`config.mk`:
```
export PLATFORM = sky130hd
export DESIGN_NAME = l2_req_buffer
export DESIGN_NICKNAME = d
export VERILOG_FILES = /design/src/rtl/l2_req_buffer.sv
export SDC_FILE = /design/constraint.sdc
export NUM_CORES = 1
export LEC_CHECK = 0
export CORE_AREA = 2 2 476 478
export CTS_CLUSTER_SIZE = 25
export DETAILED_ROUTE_END_ITERATION = 12
export DIE_AREA = 0 0 478 480
export DONT_BUFFER_PORTS = 1
export PLACE_DENSITY = 0.34
export REMOVE_ABC_BUFFERS = 1
export SYNTH_ARGS = -nofsm -noshare
export SYNTH_HDL_FRONTEND = slang
export SYNTH_SLANG_ARGS = --single-unit
```
`constraint.sdc`:
```
create_clock -name i_clk -period 4.9 [get_ports i_clk]
set_input_delay 0.98 -clock i_clk [delete_from_list [all_inputs] [get_ports i_clk]]
set_output_delay 0.98 -clock i_clk [all_outputs]
set_load 0.03 [all_outputs]
```
`src/rtl/l2_req_buffer.sv`:
```
// l2_req_buffer: queues L2 requests, limits requests in flight and
// returns the L2 response to the arbiter one cycle later.
module l2_req_buffer #(
  parameter int abits                  = 1,
  parameter int outstd_max             = 1,
  parameter int L2_REQ_TYPE_BITS       = 4,
  parameter int CFG_CPU_ADDR_BITS      = 48,
  parameter int L1CACHE_LINE_BITS      = 256,
  parameter int L1CACHE_BYTES_PER_LINE = 32
) (
  input  logic                              i_clk,
  input  logic                              i_nrst,
  input  logic                              i_req_valid,
  output logic                              o_req_ready,
  input  logic [L2_REQ_TYPE_BITS-1:0]       i_req_type,
  input  logic [CFG_CPU_ADDR_BITS-1:0]      i_req_addr,
  input  logic [2:0]                        i_req_size,
  input  logic [2:0]                        i_req_prot,
  input  logic [L1CACHE_LINE_BITS-1:0]      i_req_wdata,
  input  logic [L1CACHE_BYTES_PER_LINE-1:0] i_req_wstrb,
  output logic                              o_resp_valid,
  output logic [L1CACHE_LINE_BITS-1:0]      o_resp_rdata,
  output logic [1:0]                        o_resp_status,
  output logic                              o_req_valid,
  input  logic                              i_req_ready,
  output logic [L2_REQ_TYPE_BITS-1:0]       o_req_type,
  output logic [CFG_CPU_ADDR_BITS-1:0]      o_req_addr,
  output logic [2:0]                        o_req_size,
  output logic [2:0]                        o_req_prot,
  output logic [L1CACHE_LINE_BITS-1:0]      o_req_wdata,
  output logic [L1CACHE_BYTES_PER_LINE-1:0] o_req_wstrb,
  input  logic                              i_resp_valid,
  input  logic [L1CACHE_LINE_BITS-1:0]      i_resp_rdata,
  input  logic [1:0]                        i_resp_status
);

  localparam int DEPTH = 2 ** abits;
  localparam logic [abits:0] DEPTH_W = (abits + 1)'(DEPTH);
  localparam logic [2:0] OMAX = 3'(outstd_max);

  typedef struct packed {
    logic [L2_REQ_TYPE_BITS-1:0]       rtype;
    logic [CFG_CPU_ADDR_BITS-1:0]      addr;
    logic [2:0]                        size;
    logic [2:0]                        prot;
    logic [L1CACHE_LINE_BITS-1:0]      wdata;
    logic [L1CACHE_BYTES_PER_LINE-1:0] wstrb;
  } entry_t;

  entry_t                         mem_q [DEPTH];
  entry_t                         wr_ent;
  entry_t                         head;
  logic [abits-1:0]               wr_ptr_q, wr_ptr_d;
  logic [abits-1:0]               rd_ptr_q, rd_ptr_d;
  logic [abits:0]                 count_q, count_d;
  logic [2:0]                     outstd_q, outstd_d;
  logic                           en_q;
  logic                           resp_valid_q;
  logic [L1CACHE_LINE_BITS-1:0]   resp_rdata_q, resp_rdata_d;
  logic [1:0]                     resp_status_q, resp_status_d;
  logic                           push, pop;

  // en_q keeps ready low while in reset and for the release cycle
  assign o_req_ready = en_q & (count_q != DEPTH_W);
  assign o_req_valid = (count_q != '0) & (outstd_q < OMAX);
  assign push = i_req_valid & o_req_ready;
  assign pop  = o_req_valid & i_req_ready;

  assign wr_ent = '{rtype: i_req_type, addr: i_req_addr,
                    size: i_req_size, prot: i_req_prot,
                    wdata: i_req_wdata, wstrb: i_req_wstrb};
  assign head = mem_q[rd_ptr_q];

  assign o_req_type  = head.rtype;
  assign o_req_addr  = head.addr;
  assign o_req_size  = head.size;
  assign o_req_prot  = head.prot;
  assign o_req_wdata = head.wdata;
  assign o_req_wstrb = head.wstrb;

  assign o_resp_valid  = resp_valid_q;
  assign o_resp_rdata  = resp_rdata_q;
  assign o_resp_status = resp_status_q;

  always_comb begin
    wr_ptr_d      = wr_ptr_q;
    rd_ptr_d      = rd_ptr_q;
    count_d       = count_q;
    outstd_d      = outstd_q;
    resp_rdata_d  = resp_rdata_q;
    resp_status_d = resp_status_q;
    if (push) wr_ptr_d = wr_ptr_q + 1'b1;
    if (pop)  rd_ptr_d = rd_ptr_q + 1'b1;
    unique case ({push, pop})
      2'b10:   count_d = count_q + 1'b1;
      2'b01:   count_d = count_q - 1'b1;
      default: count_d = count_q;
    endcase
    // a response with nothing in flight saturates at zero
    if (pop & ~i_resp_valid)
      outstd_d = outstd_q + 1'b1;
    else if (~pop & i_resp_valid & (outstd_q != '0))
      outstd_d = outstd_q - 1'b1;
    if (i_resp_valid) begin
      resp_rdata_d  = i_resp_rdata;
      resp_status_d = i_resp_status;
    end
  end

  always_ff @(posedge i_clk or negedge i_nrst) begin
    if (!i_nrst) begin
      for (int i = 0; i < DEPTH; i++) mem_q[i] <= '0;
      wr_ptr_q      <= '0;
      rd_ptr_q      <= '0;
      count_q       <= '0;
      outstd_q      <= '0;
      en_q          <= 1'b0;
      resp_valid_q  <= 1'b0;
      resp_rdata_q  <= '0;
      resp_status_q <= '0;
    end else begin
      if (push) mem_q[wr_ptr_q] <= wr_ent;
      wr_ptr_q      <= wr_ptr_d;
      rd_ptr_q      <= rd_ptr_d;
      count_q       <= count_d;
      outstd_q      <= outstd_d;
      en_q          <= 1'b1;
      resp_valid_q  <= i_resp_valid;
      resp_rdata_q  <= resp_rdata_d;
      resp_status_q <= resp_status_d;
    end
  end

endmodule

```
# --- Word-level counts from Yosys, hierarchy flattened ---
# Cells that the tools add are included.
op_classes:
  n_reduce_logical: 5
  addsub: 6
  bitwise: 11
  n_eq_ne: 3
  muxes: 9
  order_cmp: 4
ops:
  columns: ["operator", "count"]
  rows:
  - ["2-to-1 mux 346 bit", 4]
  - ["bitwise mux 692 bit", 1]
  - ["demux 346 bit (select 1 bit)", 1]
  - ["AND 1 bit", 7]
  - ["2-to-1 mux 3 bit", 2]
  - ["nonzero test 2 bit", 3]
  - ["greater-or-equal comparator 2 bit, second input constant", 2]
  - ["inverter 1 -> 2 bit", 2]
  - ["one-hot mux 2 bit (2 select lines)", 1]
  - ["adder 3 x 1 -> 3 bit, second input constant", 1]
  - ["less-than comparator 3 x 1 -> 1 bit, second input constant", 1]
  - ["nonzero test 3 bit", 1]
  - ["subtractor 3 x 1 -> 3 bit, second input constant", 1]
  - ["adder 1 bit, second input constant", 2]
  - ["adder 2 x 1 -> 2 bit, second input constant", 1]
  - ["== test 2 x 1 -> 1 bit, second input constant", 1]
  - ["== test 2 bit, second input constant", 1]
  - ["less-than comparator 2 x 1 -> 1 bit, second input constant", 1]
  - ["!= test 2 bit, second input constant", 1]
  - ["inverter 1 bit", 2]
  - ["subtractor 2 x 1 -> 2 bit, second input constant", 1]
  - ["logical AND 1 bit", 1]
word_totals:
  ff_bits: 959
  in_bits: 609
  out_inout_bits: 607
  wordCells: 58

# --- Depth between registers and ports, before layout ---
# Gate-level depths: netlist of the first run.
depth:
  ltp_word: 8
  depth_mapped: 7
  ltp_nobuf: 7

# --- Worst setup path before layout of the first run ---
# OpenSTA, ideal clock, no wires.
synth_path:
  path_type: "register -> output"
  from: "reg rd_ptr_q"
  to: "out o_req_addr[0]"
  path_stages_with_launch: 5
  arrival_time_ns: 1.467
  setup_slack_ns: 2.453
  n_path_buf: 3
  required_ns: 3.920
  path_cell_list: "dfrtp_1 -> clkbuf_1 -> clkbuf_1 -> buf_2 -> mux2_2"
synth_via:
  elab_chain_len: 4
synth_rtl:
  columns: ["item", "line_no", "source"]
  rows:
  - ["from (decl)", "54", "logic [abits-1:0] rd_ptr_q, rd_ptr_d;"]
  - ["from (signal assigned)", "124", "rd_ptr_q <= rd_ptr_d;"]
  - ["inverter 1 -> 2 bit (not written as such)", "72", "assign head = mem_q[rd_ptr_q];"]
  - ["2-to-1 mux 346 bit (not written as such) (3 in a row)", "72", null]
  - ["to (decl)", "27", "output logic [CFG_CPU_ADDR_BITS-1:0] o_req_addr,"]
# No other way between the ends. The select of a mux whose other input is x is not followed.

# --- Worst setup path in the final report of the first run ---
layout_path:
  from: "reg rd_ptr_q"
  to: "out o_req_wdata[28]"
layout_via:
  elab_chain_len: 4
layout_rtl:
  columns: ["item", "line_no", "source"]
  rows:
  - ["inverter 1 -> 2 bit (not written as such)", "72", null]
  - ["2-to-1 mux 346 bit (not written as such) (3 in a row)", "72", null]
  - ["to (decl)", "30", "output logic [L1CACHE_LINE_BITS-1:0] o_req_wdata,"]
# No other way between the ends. The select of a mux whose other input is x is not followed.

==> results of run 1 <==
-- per-layer routing --
metal | GRT usage (%) | vias up | share of wire (%) | wire length, um
met5 | 0 | - | 0.30 | 471
met1 | 11.9 | 11300 | 31 | 48400
met4 | 5.55 | 76 | 4.6 | 7160
met3 | 8.00 | 286 | 13 | 19700
met2 | 23.0 | 978 | 51 | 79300
li1 | - | 8794 | - | -
-- report_power, final --
| part | total [uW] | internal [uW] | switching [uW] |
|---|---|---|---|
| Clock | 9040 | 5310 | 3720 |
| Combinational | 14900 | 6030 | 8840 |
| Sequential | 13500 | 11100 | 2390 |
| Total | 37400 | 22400 | 14900 |
-- metrics by stage --
stage | setup slack, ps | power [uW]
floorplan | -4610 | 25200
global placement | 1690 | 28200
detailed placement | 1640 | 28500
CTS | 970 | 38000
global route | 994 | 39200
finish | 1170 | 37400
-- Yosys cell counts --
cell        n
nand2_1     2
nand4b_2    1
mux2i_1     2
conb_1      1
o21ai_0     2
nand3_1     2
o21ba_2     1
inv_1       4
buf_6      71
nand4_4     1
nor2_1      3
nand2b_4    1
dfrtp_1   959
and2_1      2
mux2_1     22
xor2_1      1
o211ai_1    1
mux2_4    350
nor2b_1     2
buf_4       5
o221ai_1    1
buf_2      58
ha_1        4
nand4_1     1
a311o_1     1
mux2_2    924
clkbuf_1   10
xnor2_1     4
-- worst max-delay path: cells and delay by family (launching register included) --
family | cells | cell delay [ps]
buffers and inverters | 2 | 710
muxes | 1 | 470
DFF | 1 | 690
-- area by class of cell --
class	count	area [um2]	area share, %
clock inverter	36	503	1.03
clock buffer	177	3520	7.23
antenna	47	118	0.242
tap	2992	3740	7.70
multi-input combinational	1329	16200	33.3
sequential	959	24000	49.4
inverter	4	15.0	0.0309
timing repair buffer	34	526	1.08
-- sequential cells by signal (all words and copies together), names as in the netlist --
name / flops
count_q: 2
en_q: 1
mem_q: 692
o_resp_rdata: 256
o_resp_status: 2
o_resp_valid: 1
outstd_q: 3
rd_ptr_q: 1
wr_ptr_q: 1
-- final timing paths --
| check | endpoint | depth (start not counted) | slack (ps) |
|---|---|---|---|
| min in group i_clk | mem_q[664] | 1 | 330 |
| max reg2reg | mem_q[229] | 5 | 2140 |
| min | o_resp_rdata[107] | 1 | 100 |
| max in group asynchronous | mem_q[50] | 3 | 2270 |
| max | o_req_wdata[28] | 3 | 1170 |
| min reg2reg | mem_q[334] | 1 | 490 |
-- logic make-up after synthesis --
family                     count (synthesis)
adders and majority gates                  4
muxes                                   1298
DFF                                      959
xor gates and xnor gates                   5
buffers and inverters                    148
and+or+nand+nor                           15
AOI/OAI and AO/OA                          6
other                                      1
==> out/summary.txt, run 1 <==
Status -> finished, final reports clean
FILL cells -> 23400
Vias -> 21400
Routed length per instance -> 27.8 um
Initial DRC count -> 790
Synth Area per Inst -> 17.0 um2
Synth Cell Area -> 0.0414 mm2
Seq cells post-synth -> 959
Final core utilization -> 21.7%
CTS max path bufs -> 3
Final count of hold timing violations -> 0
Max-slew violations -> 0
Slowest CP cell -> dfrtp_4
Final instance area -> 0.0486 mm2
Clock Latency Late Sink -> 780 ps
CP startpoint -> rd_ptr_q
Synth warn -> 0
Layout cell share with drive strength beyond 1 -> 59.1%
Chip Width -> 478 um
FF-to-FF Start -> count_q[0]
Final setup vio count -> 0
CP arrival -> 2750 ps
Post-layout nets -> 3059
Largest cells by area after synthesis -> dfrtp_1 (58%), mux2_2 (25%), mux2_4 (13%)
Worst hold path class -> input pin to asynchronous set/reset pin
Synth area leader -> dfrtp_1
Drt drc -> 0
Setup TNS -> 0 ps
Vias in the first global route -> 23200
CTS H-tree depth -> 3
Share of the synthesized area in the top cell type -> 58.0%
Leakage -> 0.0209 uW
CP Class -> flip-flop to primary output
RSZ-0062 raised after global routing -> no
Worst path cell trace -> buf_12 -> buf_12 -> mux2_2
WL final -> 155 mm
Final std cells w/o fill -> 5578
Fin crit share -> 76.1%
ANT nets after route -> 0
Hpwl dp -> 115 mm
Power Density -> 769 mW/mm2
Number of port buffers -> 0
Synth Area in XOR/XNOR -> 0.106%
Critical Path RT -> 3920 ps
GPL Wtd Cong -> 0.910
Critical-path maximum fanout -> 51
Mapped Cells -> 2436
Setup crit start kind -> flip-flop
FMAX -> 268 MHz
Clk sinks -> 959
Commonest non-fill, non-tap cell in the layout -> dfrtp_1
Reg clk slew, reported paths -> 60 ps
Aggregate global routing overflow -> 0
Setup crit end kind -> primary output
Area Growth Syn to Fin -> 17.5%
Global Route Usage Sum -> 13.0%
First-pass GRT wire length -> 210 mm
Area of the core -> 0.224 mm2
CP peak stage delay -> 690 ps
Die ar. -> 0.229 mm2
Initial antenna violation count -> 79
Row cnt -> 174
Worst hold slack -> 101 ps
Die Ht -> 480 um
Commonest non-fill, non-tap cells in the layout -> dfrtp_1 (958), mux2_2 (924), mux2_4 (350)
Largest net degree at the start of global routing -> 960
Post-cts sizing count -> 0
Max-Cap Viols -> 0
Post-CTS Setup Inserts -> 0
Simple-Gate Fraction of Synth Area -> 0.266%
Root Buffer -> clkbuf_16
Initial Util -> 18.5%
Most frequent CP cell -> buf_12
Area post-placement -> 0.0443 mm2
Tmin final -> 3730 ps
VDD IR-drop max -> 0.000347 V
DR vias/cell -> 3.84
Placed cells -> 5312
Adder-cell share of the synthesized area -> 0.121%
Mux contribution to synthesized area -> 38.5%
Slew Limit Headroom -> 18.0%
Least-Margin Pin Slew -> 1230 ps
Io pins -> 1216
TritonCTS clock tree -> done
Largest family of logic cells by synthesized area -> multiplexers
Synth Area in Compound Gates -> 0.112%
Inserted Clock Buffers -> 118
Worst Skew -> 64.1 ps
Sequential area share after synthesis -> 58.0%
Drt first pass iters -> 4
Synth cell types -> 28
Power figures use the tool's default switching activity.
==> inputs of run 2 (changes only) <==
--- a/config.mk
+++ b/config.mk
@@ -10,7 +10,7 @@
 export DETAILED_ROUTE_END_ITERATION = 12
 export DIE_AREA = 0 0 478 480
 export DONT_BUFFER_PORTS = 1
-export PLACE_DENSITY = 0.34
+export PLACE_DENSITY = 0.35
 export REMOVE_ABC_BUFFERS = 1
 export SYNTH_ARGS = -nofsm -noshare
 export SYNTH_HDL_FRONTEND = slang
==> constraint.sdc (replaced) <==
create_clock -name i_clk -period 3 [get_ports i_clk]
set_input_delay 0.6 -clock i_clk [delete_from_list [all_inputs] [get_ports i_clk]]
set_output_delay 0.6 -clock i_clk [all_outputs]
set_load 0.03 [all_outputs]
==> out/summary.txt, run 2 (synthesis gave the netlist of run 1 again) <==
Vias -> 24000
Reg-to-reg setup timing slack -> 700 ps
Inserted Clock Buffers -> 120
Most frequent CP cell -> buf_16
Power Density -> 1150 mW/mm2
Area of the core -> 0.224 mm2
Area Growth Syn to Fin -> 37.2%
CP Class -> flip-flop to primary output
Vias in the first global route -> 26100
FF-to-FF End -> mem_q[84]
Setup crit start kind -> flip-flop
CP peak stage delay -> 550 ps
Placed cells -> 5347
Commonest non-fill, non-tap cells in the layout -> dfrtp_1 (958), mux2_2 (795), dlygate4sd3_1 (671)
Drt first pass iters -> 4
Worst Skew -> 41.2 ps
Clock Latency Late Sink -> 770 ps
Slew Limit Headroom -> 5.48%
RSZ-0062 raised after global routing -> yes
Final setup vio count -> 0
Die Ht -> 480 um
Setup crit end kind -> primary output
Io pins -> 1216
TritonCTS clock tree -> done
First-pass GRT wire length -> 228 mm
Initial Util -> 18.5%
Failing checks -> negative hold slack
Cts hold-fix bufs -> 671
Chip Width -> 478 um
Post-layout nets -> 3778
Worst R2R Path Depth -> 5
Critical Path RT -> 2400 ps
Root Buffer -> clkbuf_16
Number of flip-flops in the largest register -> 692
Largest net degree at the start of global routing -> 264
Row cnt -> 174
Initial antenna violation count -> 66
WL final -> 168 mm
Clk sinks -> 959
Worst path cell trace -> buf_16 -> buf_12 -> buf_16 -> mux2_4
Drt drc -> 0
Number of port buffers -> 0
Total chip power -> 65200 uW
DR vias/cell -> 3.80
Least-Margin Pin Slew -> 1420 ps
Routed length per instance -> 26.6 um
Worst path top cell family by delay -> flip-flops
Die ar. -> 0.229 mm2
CTS max path bufs -> 3
CP Buf/Inv Count -> 3
Biggest register -> mem_q
Tmin final -> 2930 ps
Final count of hold timing violations -> 217
Final std cells w/o fill -> 6302
CTS H-tree depth -> 3
Worst hold path class -> input pin to asynchronous set/reset pin
Aggregate global routing overflow -> 0
Layout cell share with drive strength beyond 1 -> 48.0%
Leakage -> 0.0248 uW
Max-Cap Viols -> 0
Status -> finished, violations left
Commonest non-fill, non-tap cell in the layout -> dfrtp_1
ANT nets after route -> 0
Slowest CP cell -> dfrtp_4
Fin crit share -> 97.8%
Worst hold slack -> -508 ps
Reg clk slew, reported paths -> 60 ps
Hpwl dp -> 122 mm
VDD IR-drop max -> 0.000564 V
Max-slew violations -> 0
GPL Wtd Cong -> 0.808
Initial DRC count -> 896
FF-to-FF Start -> count_q[0]
Critical-path maximum fanout -> 13
CP arrival -> 2330 ps
Global Route Usage Sum -> 14.0%
FMAX -> 341 MHz
run 2: cell types whose count changed in the layout (fill, tap and decap cells not counted), sizes merged, moves of 4 or more:
cell / previous run / this run
buf: 34 / 74
bufinv: 7 / 11
dlygate4sd3: 0 / 671
clkinv: 23 / 43
diode: 47 / 39
clkbuf: 177 / 173
run 2: cell type report:
cell class / instances / area (um2)
diodes: 39 / 97.6
clock buffers: 169 / 3510
clock inverters: 59 / 718
fillers: 23200 / 167000
inverters: 4 / 15.0
multi-input cells: 1329 / 16700
flip-flops and latches: 959 / 24000
well taps: 2992 / 3740
repair buffers: 751 / 8000
run 2: worst max path at each step:
stage | from | end | slack (ps) | cells past startpoint
detailed placement | i_nrst | mem_q[551] | -640 | 3
CTS | rd_ptr_q | o_req_wdata[229] | -70 | 3
global placement | i_nrst | mem_q[518] | -650 | 3
floorplan | rd_ptr_q | o_req_addr[0] | -6130 | 1
finish | rd_ptr_q | o_req_addr[35] | 70 | 4
global route | rd_ptr_q | o_req_wdata[95] | -40 | 4
run 2: layer usage:
layer  routed length [um]  up-vias  track usage (%)
met1                63400    12500             15.4
li1                     -    10300                -
met4                 7250       42             5.02
met3                14000      264             5.47
met5                  290        -                0
met2                82800      931             24.3
run 2: worst reg2reg max path: stages, from the launching register on:
cell and delay [ps]:
dfrtp_1 420, nand2b_4 190, nand4_4 440, buf_12 370, buf_12 430, mux2_4 320
run 2: report_power, final:
group	switching [uW]	internal, uW	leakage (uW)	total (uW)
logic	15600	12100	0.0113	27700
clock network	6330	9110	0.00210	15400
registers	3880	18100	0.0113	22000
run 2: what timing repair did:
item | CTS | global route
endpoints found under the setup margin | 281 | 355
endpoints found under the hold margin | 1161 | 217
cloned | 5 | 6
resized for setup | 71 | 78
buffers inserted | 3 | 3
run 2: metrics by stage:
step	instance area [um2]	setup slack (ps)	TNS [ps]	util [%]
floorplan	40200	-6130	-5814520	-
global placement	44800	-654	-198530	20.0
detailed placement	44800	-643	-192290	20.0
CTS	56200	-65.6	-4740	25.1
global route	56700	-35.5	-1210	25.3
finish	56800	65.8	0	25.3
==> inputs of run 3 (changes only) <==
==> constraint.sdc (replaced) <==
create_clock -name i_clk -period 2.5 [get_ports i_clk]
set_input_delay 0.5 -clock i_clk [delete_from_list [all_inputs] [get_ports i_clk]]
set_output_delay 0.5 -clock i_clk [all_outputs]
set_load 0.03 [all_outputs]
==> out/summary.txt, run 3 (synthesis gave the netlist of run 1 again) <==
Max-Cap Viols -> 0
Reg clk slew, reported paths -> 60 ps
Worst hold slack -> -597 ps
Area post-placement -> 0.0450 mm2
Inserted Clock Buffers -> 119
Die ar. -> 0.229 mm2
Power Density -> 1360 mW/mm2
Initial DRC count -> 881
ANT nets after route -> 0
Final setup vio count -> 346
Chip Width -> 478 um
Row cnt -> 174
Vias in the first global route -> 26500
Worst R2R Path Depth -> 5
CP arrival -> 2300 ps
FF-to-FF Start -> count_q[0]
Placed cells -> 5353
FMAX -> 357 MHz
Commonest non-fill, non-tap cell in the layout -> dfrtp_1
WL final -> 168 mm
Routed length per instance -> 26.2 um
Drt first pass iters -> 4
Final count of hold timing violations -> 217
Final std cells w/o fill -> 6397
Area of the core -> 0.224 mm2
RSZ-0062 raised after global routing -> yes
Clk pwr share -> 23.1%
P_sw -> 30900 uW
P_int -> 47900 uW
Status -> finished, violations left
CP Buf/Inv Count -> 2
Cts hold-fix bufs -> 756
Max-slew violations -> 83
Number of port buffers -> 0
CTS H-tree depth -> 3
Worst hold path class -> input pin to asynchronous set/reset pin
Root Buffer -> clkbuf_16
Slew Limit Headroom -> -8.66%
Io pins -> 1216
CP peak stage delay -> 530 ps
Die Ht -> 480 um
CTS max path bufs -> 3
FF-to-FF End -> mem_q[336]
Largest net degree at the start of global routing -> 264
Tmin final -> 2800 ps
Initial Util -> 18.5%
Setup crit end kind -> primary output
TritonCTS clock tree -> done
Worst path top cell family by delay -> flip-flops
Critical Path RT -> 2000 ps
Final instance area -> 0.0580 mm2
Number of flip-flops in the largest register -> 692
DR vias/cell -> 3.79
Least-Margin Pin Slew -> 1630 ps
Commonest non-fill, non-tap cells in the layout -> dfrtp_1 (958), dlygate4sd3_1 (756), mux2_2 (717)
Fin crit share -> 112%
Area Growth Syn to Fin -> 40.3%
Aggregate global routing overflow -> 0
VDD IR-drop max -> 0.000717 V
Vias -> 24200
Biggest register -> mem_q
Sw frac -> 39.2%
Initial antenna violation count -> 77
Reg-to-reg setup timing slack -> 510 ps
Clk sinks -> 959
First-pass GRT wire length -> 229 mm
Slowest CP cell -> dfrtp_4
Final critical-path setup slack -> -299 ps
Worst Skew -> 58.0 ps
Logic gate share of total power -> 43.3%
Setup crit start kind -> flip-flop
Sequential share of power -> 33.6%
Failing checks -> negative hold slack, max-slew violations, negative setup slack
CP startpoint -> rd_ptr_q
GPL Wtd Cong -> 0.801
Clock Latency Late Sink -> 760 ps
Global Route Usage Sum -> 14.1%
Leakage -> 0.0255 uW
Hpwl dp -> 122 mm
Critical-path maximum fanout -> 16
CP Class -> flip-flop to primary output
Worst path cell trace -> buf_16 -> clkbuf_16 -> mux2_4
Drt drc -> 0
Layout cell share with drive strength beyond 1 -> 46.5%
Post-layout nets -> 3866
-- run 3: changes by cell type in the layout (fill, tap and decap cells not counted), moves of 3 or more --
cell           previous run  this run
buf_16                   16        19
clkbuf_1                 18        24
clkinvlp_4                4         1
clkinv_4                  3         0
buf_4                    34        29
diode_2                  39        53
mux2_2                  795       717
dlygate4sd3_1           671       756
clkinv_2                 35        25
mux2_4                  479       557
buf_6                     6         3
buf_12                   17        24
-- run 3: metrics by stage --
stage | setup TNS, ps | worst slack (ps) | hold slack (ps) | util (%) | power, uW
floorplan | -6265570 | -6590 | 204 | - | 47000
global placement | -353750 | -1050 | 205 | 20.1 | 56700
detailed placement | -351410 | -1060 | 205 | 20.1 | 56900
CTS | -128350 | -385 | -715 | 25.7 | 79900
global route | -113950 | -395 | -697 | 25.9 | 82700
finish | -71130 | -299 | -597 | 25.9 | 78900
-- run 3: area by class of cell --
type / count / area [um2]
Fill cell: 23000 / 166000
Sequential cell: 959 / 24000
Multi-Input combinational cell: 1329 / 17000
Timing Repair Buffer: 840 / 9020
Tap cell: 2992 / 3740
Clock buffer: 176 / 3530
Clock inverter: 44 / 598
Antenna cell: 53 / 133
Inverter: 4 / 15.0
-- run 3: power by group through the flow --
stage,Combinational [uW],Clock [uW],Sequential [uW]
finish,34200,18300,26500
floorplan,21900,0,25100
global placement,30300,0,26400
detailed placement,30500,0,26400
global route,35800,19700,27200
CTS,34400,19000,26500
-- run 3: per-layer routing --
layer | wire (um) | global-route usage (%)
met5 | 316 | 0
met4 | 6150 | 5.03
met3 | 13800 | 5.59
met2 | 84100 | 24.3
met1 | 63300 | 15.5
-- run 3: worst max path at each step --
stage	to	slack, ps	cells after the start
2_1_floorplan	mem_q[636]	-6590	3
3_3_place_gp	mem_q[487]	-1050	3
3_5_place_dp	mem_q[487]	-1060	3
4_1_cts	o_req_wdata[47]	-390	3
5_1_grt	o_req_wdata[47]	-390	3
6_report	o_req_wdata[244]	-300	3
-- run 3: timing repair --
item / CTS / global route
resized for setup: 211 / 22
hold endpoints to repair: 1172 / 217
endpoints found under the setup margin: 552 / 743
gates cloned: 6 / 6
buffers inserted: 3 / 0
